`config.mk`:
```
export PLATFORM = sky130hd
export DESIGN_NAME = serial_alu_ctrl
export DESIGN_NICKNAME = d
export VERILOG_FILES = /design/src/rtl/serial_alu_ctrl_pkg.sv /design/src/rtl/serial_alu_ctrl_alu_bit_slice.sv /design/src/rtl/serial_alu_ctrl.sv
export SDC_FILE = /design/constraint.sdc
export NUM_CORES = 1
export LEC_CHECK = 0
export ABC_AREA = 1
export CORE_MARGIN = 2
export CORE_UTILIZATION = 50
export DETAILED_ROUTE_END_ITERATION = 10
export PLACE_DENSITY = 0.87
export REMOVE_ABC_BUFFERS = 1
export SLEW_MARGIN = 20
export SYNTH_ARGS = -nofsm -noshare
export SYNTH_HDL_FRONTEND = slang
export SYNTH_SLANG_ARGS = --single-unit
```
`constraint.sdc`:
```
create_clock -name clk -period 1.8 [get_ports clk]
set_input_delay 0.54 -clock clk [delete_from_list [all_inputs] [get_ports clk]]
set_output_delay 0.54 -clock clk [all_outputs]
set_load 0.005 [all_outputs]
```
`src/rtl/serial_alu_ctrl_pkg.sv`:
```
// Shared encodings for the serial ALU sequencer: ALU operations, FSM states
// and a small helper used by the control logic.
package serial_alu_ctrl_pkg;

   typedef enum logic [1:0] {
      OP_AND = 2'b00,
      OP_OR  = 2'b01,
      OP_ADD = 2'b10,
      OP_SUB = 2'b11
   } alu_op_e;

   typedef enum logic [1:0] {
      ST_IDLE = 2'b00,
      ST_RUN  = 2'b01,
      ST_DONE = 2'b10
   } state_e;

   // ADD and SUB share the adder path; only they produce a meaningful carry.
   function automatic logic op_is_arith(input alu_op_e op);
      return (op == OP_ADD) || (op == OP_SUB);
   endfunction

endpackage

```
`src/rtl/serial_alu_ctrl_alu_bit_slice.sv`:
```
// One-bit ALU slice: AND/OR gates plus a full adder. SUB arrives here as an ADD
// because the sequencer pre-inverts b and seeds the carry with 1.
module alu_bit_slice
   import serial_alu_ctrl_pkg::*;
(
   input  logic    a,
   input  logic    b,
   input  logic    cin,
   input  alu_op_e op,
   output logic    r,
   output logic    cout
);

   logic and_s;
   logic or_s;
   logic sum_s;
   logic carry_s;

   assign and_s   = a & b;
   assign or_s    = a | b;
   assign sum_s   = a ^ b ^ cin;
   assign carry_s = and_s | (cin & (a ^ b));

   // Select the slice output for the requested operation.
   always_comb begin
      r    = 1'b0;
      cout = 1'b0;
      case (op)
         OP_AND: begin
            r    = and_s;
            cout = 1'b0;
         end
         OP_OR: begin
            r    = or_s;
            cout = 1'b0;
         end
         OP_ADD, OP_SUB: begin
            r    = sum_s;
            cout = carry_s;
         end
         default: begin
            r    = 1'b0;
            cout = 1'b0;
         end
      endcase
   end

endmodule

```
`src/rtl/serial_alu_ctrl.sv`:
```
// Bit-serial ALU sequencer: captures an operand pair, runs it LSB first through
// a single alu_bit_slice, one bit per clock, then publishes result and flags.
module serial_alu_ctrl
   import serial_alu_ctrl_pkg::*;
#(
   parameter int WIDTH = 32,
   parameter int CNT_W = 5
) (
   input  logic             clk,
   input  logic             reset,
   input  logic             start,
   input  logic [1:0]       op,
   input  logic [WIDTH-1:0] a,
   input  logic [WIDTH-1:0] b,
   output logic             busy,
   output logic             done,
   output logic [WIDTH-1:0] result,
   output logic             zero,
   output logic             carry_out
);

   state_e           state_q,     state_d;
   alu_op_e          op_q,        op_d;
   logic [WIDTH-1:0] a_sr_q,      a_sr_d;
   logic [WIDTH-1:0] b_sr_q,      b_sr_d;
   logic [WIDTH-1:0] res_sr_q,    res_sr_d;
   logic             carry_q,     carry_d;
   logic [CNT_W-1:0] counter_q,   counter_d;
   logic             busy_q,      busy_d;
   logic             done_q,      done_d;
   logic [WIDTH-1:0] result_q,    result_d;
   logic             zero_q,      zero_d;
   logic             carry_out_q, carry_out_d;

   logic slice_r_s;
   logic slice_cout_s;

   alu_bit_slice u_slice (
      .a    (a_sr_q[0]),
      .b    (b_sr_q[0]),
      .cin  (carry_q),
      .op   (op_q),
      .r    (slice_r_s),
      .cout (slice_cout_s)
   );

   // Next-state logic for the FSM, datapath shift registers and output registers.
   always_comb begin
      state_d     = state_q;
      op_d        = op_q;
      a_sr_d      = a_sr_q;
      b_sr_d      = b_sr_q;
      res_sr_d    = res_sr_q;
      carry_d     = carry_q;
      counter_d   = counter_q;
      busy_d      = busy_q;
      done_d      = 1'b0;
      result_d    = result_q;
      zero_d      = zero_q;
      carry_out_d = carry_out_q;

      case (state_q)
         ST_IDLE: begin
            // busy_q still high here means this is the done cycle; start is ignored.
            if (start && !busy_q) begin
               op_d      = alu_op_e'(op);
               a_sr_d    = a;
               b_sr_d    = (alu_op_e'(op) == OP_SUB) ? ~b : b;
               carry_d   = (alu_op_e'(op) == OP_SUB) ? 1'b1 : 1'b0;
               counter_d = {CNT_W{1'b0}};
               busy_d    = 1'b1;
               state_d   = ST_RUN;
            end else begin
               busy_d    = 1'b0;
            end
         end
         ST_RUN: begin
            res_sr_d  = {slice_r_s, res_sr_q[WIDTH-1:1]};
            a_sr_d    = {1'b0, a_sr_q[WIDTH-1:1]};
            b_sr_d    = {1'b0, b_sr_q[WIDTH-1:1]};
            carry_d   = op_is_arith(op_q) ? slice_cout_s : 1'b0;
            counter_d = counter_q + {{(CNT_W-1){1'b0}}, 1'b1};
            if (counter_q == CNT_W'(WIDTH - 1)) begin
               state_d = ST_DONE;
            end else begin
               state_d = ST_RUN;
            end
         end
         ST_DONE: begin
            done_d      = 1'b1;
            result_d    = res_sr_q;
            zero_d      = (res_sr_q == {WIDTH{1'b0}});
            carry_out_d = op_is_arith(op_q) ? carry_q : 1'b0;
            state_d     = ST_IDLE;
         end
         default: begin
            state_d = ST_IDLE;
            busy_d  = 1'b0;
         end
      endcase
   end

   // Single register bank for FSM state, datapath and outputs.
   always_ff @(posedge clk) begin
      if (reset) begin
         state_q     <= ST_IDLE;
         op_q        <= OP_AND;
         a_sr_q      <= {WIDTH{1'b0}};
         b_sr_q      <= {WIDTH{1'b0}};
         res_sr_q    <= {WIDTH{1'b0}};
         carry_q     <= 1'b0;
         counter_q   <= {CNT_W{1'b0}};
         busy_q      <= 1'b0;
         done_q      <= 1'b0;
         result_q    <= {WIDTH{1'b0}};
         zero_q      <= 1'b0;
         carry_out_q <= 1'b0;
      end else begin
         state_q     <= state_d;
         op_q        <= op_d;
         a_sr_q      <= a_sr_d;
         b_sr_q      <= b_sr_d;
         res_sr_q    <= res_sr_d;
         carry_q     <= carry_d;
         counter_q   <= counter_d;
         busy_q      <= busy_d;
         done_q      <= done_d;
         result_q    <= result_d;
         zero_q      <= zero_d;
         carry_out_q <= carry_out_d;
      end
   end

   assign busy      = busy_q;
   assign done      = done_q;
   assign result    = result_q;
   assign zero      = zero_q;
   assign carry_out = carry_out_q;

endmodule
```
Word level (Yosys, flattened, before mapping)
Cells that the tools add are included.

storage, ports and cells
  input port bits = 69
  register bits after elaboration = 142
  output and inout port bits = 36

operators by class
  equal/unequal tests = 8
  mux-type cells = 20
  reductions and logical operators = 12
  add/sub/neg operators = 1
  bitwise operators = 7

operators with widths
  cell                                            count
  case mux 32 bit (2 select lines)                2
  two-way mux 32 bit                              3
  zero test 32 bit                                1
  NOT 32 bit                                      1
  case mux 5 bit (2 select lines)                 1
  == test 2 bit (second input constant)           4
  two-way mux 1 bit                               6
  case mux 1 bit (2 select lines)                 3
  OR reduction 2 bit                              3
  adder 5 x 1 -> 5 bit (second input constant)    1
  == test 5 bit (second input constant)           1
  two-way mux 5 bit                               1
  == test 2 x 1 -> 1 bit (second input constant)  2
  zero test 2 bit                                 2
  two-way mux 2 bit                               2
  case mux 2 bit (2 select lines)                 1
  AND reduction 2 bit                             2
  case mux 1 bit (3 select lines)                 1
  bitwise AND 1 bit                               2
  inequality test 2 bit (second input constant)   1
  OR 1 bit                                        2
  nonzero test 2 bit                              1
  bitwise XOR 1 bit                               2
  logical AND 1 bit                               1
  2 further kinds                                 2

Depth between registers and ports, before layout
  word-level depth = 6
  gate-level depth with buffers = 10

Hierarchy
From an unflattened synthesis, not the netlist that was laid out.

unflattened totals
  cells, all modules = 761
  area total of the unflattened synthesis = 5,933.2 um^2

by module, submodules not included
  module           cells each  times used  area each (um^2)
  serial_alu_ctrl  746         1           5,841.9
  alu_bit_slice    15          1           91.3

Worst setup path before layout
OpenSTA, ideal clock, no wires.

  kind = register to register
  start = register state_q[1]
  end = register b_sr_q[18]
  arrival time = 1,447 ps
  stages on the path, launching flop included = 11
  path buffers = 3
  data required time = 1,680 ps
  period minus slack after synthesis = 1,567 ps
  slack = 233 ps
  cells stage by stage = dfxtp_1 > inv_1 > ha_1 > buf_2 > inv_4 > o21ai_4 > inv_2 > buf_2 > buf_6 > a21oi_1 > a21oi_1

between the ends
  longest elaborated chain between the ends = 3

RTL lines
  element                                                                RTL line                text
  start, declared                                                        serial_alu_ctrl.sv:22   state_e state_q, state_d;
  start signal, assigned                                                 serial_alu_ctrl.sv:119  state_q <= state_d;
  == test 2 x 1 -> 1 bit or zero test 2 bit (tied branches)              serial_alu_ctrl.sv:62   case (state_q)
  nonzero test 2 bit (no line) or inequality test 2 bit (tied branches)  -
  AND reduction 2 bit (no line)                                          -
  end signal, assigned                                                   serial_alu_ctrl.sv:109  b_sr_q <= {WIDTH{1'b0}};
  end signal, assigned                                                   serial_alu_ctrl.sv:122  b_sr_q <= b_sr_d;
  end, declared                                                          serial_alu_ctrl.sv:25   logic [WIDTH-1:0] b_sr_q, b_sr_d;

Several ways; a longest one is shown, not always the timed one.
A chain may end at the register's enable or synchronous reset.

Worst setup path after layout
  start = register result_q[19] (netlist: result[19])
  end = output result[19]

RTL lines
  element                 RTL line                text
  start, declared         serial_alu_ctrl.sv:31   logic [WIDTH-1:0] result_q, result_d;
  start signal, assigned  serial_alu_ctrl.sv:115  result_q <= {WIDTH{1'b0}};
  start signal, assigned  serial_alu_ctrl.sv:128  result_q <= result_d;
  end, declared           serial_alu_ctrl.sv:17   output logic [WIDTH-1:0] result,

No word-level cell between the ends.

==> out/qor.yml <==
cp_slowest_cell: "clkdlybuf4s50_1"
synth_largest_area_cell: "dfxtp_1"
slew_violations: 0
setup_ws_ns: 0.0313
numPortBuffers: 104
finish.net_count: 920
tightest_slew_ns: 0.460
die_w_um: 112
path_max_fanout: 2
vias_per_cell: 5.37
drc_errors: 0
grt_setup_unrepaired: "no"
clock_skew_ns: 0.00713
post-route-min-period_ns: 1.77
critical_path_buf_inv_count: 1
drive_gt1_share_pct: 7.83
yosysWarningCount: 0
finalSetupViolCount: 0
gp_congestion: 0.802
ir_drop_uv: 826
grt_pass1_vias: 4813
initial_core_util_pct: 51.3
end_kind: "primary output"
finalPower_mw: 8.50
final_cell_area_um2: 7720
cts.sinks: 142
route.met2.wl_um: 6400
powerDensity_nw_per_um2: 1100
critical-path-max-stage-delay_ns: 0.50
synth_seq_cells: 142
yosys-top-cells-area: "dfxtp_1 (48%), o21ai_0 (10%), a21oi_1 (9.3%)"
status: "complete, no violations"
overflow: 0
place_inst: 967
h-tree-depth: 4
period_share_pct: 98.3
dp_slack_ns: -0.117
fp.coreArea_um2: 11400
hp-class: "reg -> reg"
cts_tree: "yes"
cp.depth: 1
top_layer: "met4"
dp.final_hpwl_um: 8250
synth-seq-area-share_pct: 48.5
drt-total-wl_um: 13300
cts_buffer_depth: 2
r2r_cells: 7
wl_per_cell_um: 13.3
crit_family: "buffers and inverters"
fmax_mhz: 565
cts_buffers: 17
mostFrequentLayoutCell: "nand2_1"
hold_violations: 0
avgSynthCellArea_um2: 7.71
post_cts_buffers: 0
postCtsHoldBufs: 0
ios: 105
layout_common_cells: "nand2_1 (135), dfxtp_1 (134), o21ai_0 (122)"
synthDominantCellAreaShare_pct: 48.5
insertion_delay_ns: 0.41
fp-row-count: 39
grt_pass1_wl_um: 22400
vias: 5369
worst-setup-path-type: "reg -> out"
whs_ns: 0.465
wl_met1_um: 6030
placed_area_um2: 7090
wl_met3_um: 762
syn_to_final_growth_pct: 31.7
fp.dieH_um: 112
drtAntennaViolNets: 0
drt_iter0_markers: 434
dieArea_um2: 12600
maxCapViolCount: 0
grtUsageTotal_pct: 21.3
root_buffer: "clkbuf_16"
netlist_area_um2: 5860
cts.clk_slew.worst_paths_ns: 0.06
fin_cells: 999
startpoint_type: "flip-flop"
ys_types: 26
cp.arrival_ns: 1.23
drtPass1Iterations: 5
required_ns: 1.26
slew_headroom_pct: 69.3
p_leak_nw: 3.48
hold_depth: 2
antenna_found_initial: 0
antennaDiodeCount: 0
crit_path_cell_trace: "clkdlybuf4s50_1"
synthesis.instances: 760
grt_max_degree: 117
area by class of cell:
class                   instances  area [µm²]
multi-input cells             521        2640
fillers                       919        3700
inverters                      37         141
clock inverters                15         146
repair buffers                124        1330
well taps                     143         179
clock buffers                  17         425
flip-flops and latches        142        2850
flip-flops by register name, indices dropped and copies added, names as in the netlist, 2 cells and up:
register / count
res_sr_q: 32
state_q: 2
op_q: 2
b_sr_q: 32
a_sr_q: 32
result: 32
counter_q: 5
cell usage after synthesis:
| cell | number |
|---|---|
| a211oi_1 | 1 |
| a21oi_1 | 109 |
| a31oi_1 | 38 |
| and3_1 | 2 |
| buf_1 | 3 |
| buf_2 | 16 |
| buf_6 | 1 |
| clkbuf_1 | 38 |
| clkbuf_2 | 2 |
| dfxtp_1 | 142 |
| fa_1 | 1 |
| ha_1 | 7 |
| inv_1 | 35 |
| inv_2 | 1 |
| inv_4 | 1 |
| nand2_1 | 135 |
| nand3_1 | 9 |
| nand3_2 | 1 |
| nand4_1 | 2 |
| nor2_1 | 54 |
| nor3_1 | 2 |
| o211ai_1 | 5 |
| o21ai_0 | 122 |
| o21ai_1 | 5 |
| o21ai_4 | 1 |
| xnor2_1 | 27 |
metal layers:
| metal | up-vias | global-route usage [%] |
|---|---|---|
| met3 | 12 | 4.43 |
| met2 | 184 | 34.6 |
| met5 | - | 0 |
| met4 | 0 | 6.26 |
| met1 | 2445 | 28.9 |
| li1 | 2728 | - |
worst paths after layout:
check                                              from                       to  slack (ns)
worst max-delay path            result[19]$_SDFFE_PP0P_               result[19]        0.03
worst min-delay path            b_sr_q[28]$_SDFFE_PP0P_  b_sr_q[28]$_SDFFE_PP0P_        0.47
worst max register to register  state_q[1]$_SDFFE_PP0P_   a_sr_q[9]$_SDFFE_PP0P_        0.12
worst min register to register  b_sr_q[28]$_SDFFE_PP0P_  b_sr_q[28]$_SDFFE_PP0P_        0.47
logic make-up (layout without fill, tap and decap cells):
| logic type | count (synthesis) | after routing | share of synthesized area, % |
|---|---|---|---|
| buf+inv | 97 | 193 | 6.76 |
| compound gates | 281 | 281 | 25.2 |
| xor+xnor | 27 | 27 | 4.03 |
| simple gates | 205 | 205 | 13.6 |
| fa+ha+maj | 8 | 8 | 1.84 |
| flops | 142 | 142 | 48.5 |
metrics by stage:
stage	util [%]	TNS, ns
after global routing	67.6	0
after global placement	62.1	-3.05
after CTS	67.1	0
final	67.6	0
after detailed placement	62.1	-5.01
after floorplan	-	-283.84
what timing repair did:
item | CTS | global route
setup endpoints to repair | 16 | 25
resized for setup | 17 | 24
pin swaps | 0 | 0
cloned | 0 | 0
power breakdown:
part           switching (mW)  internal, mW  total, mW  leakage (nW)
sequential              0.187          3.48       3.67          1.17
combinational           0.831         0.600       1.43          2.04
clock                    1.46          1.94       3.40         0.270
total                    2.47          6.02       8.50          3.48
No activity file was read; power rests on OpenSTA's default activity.
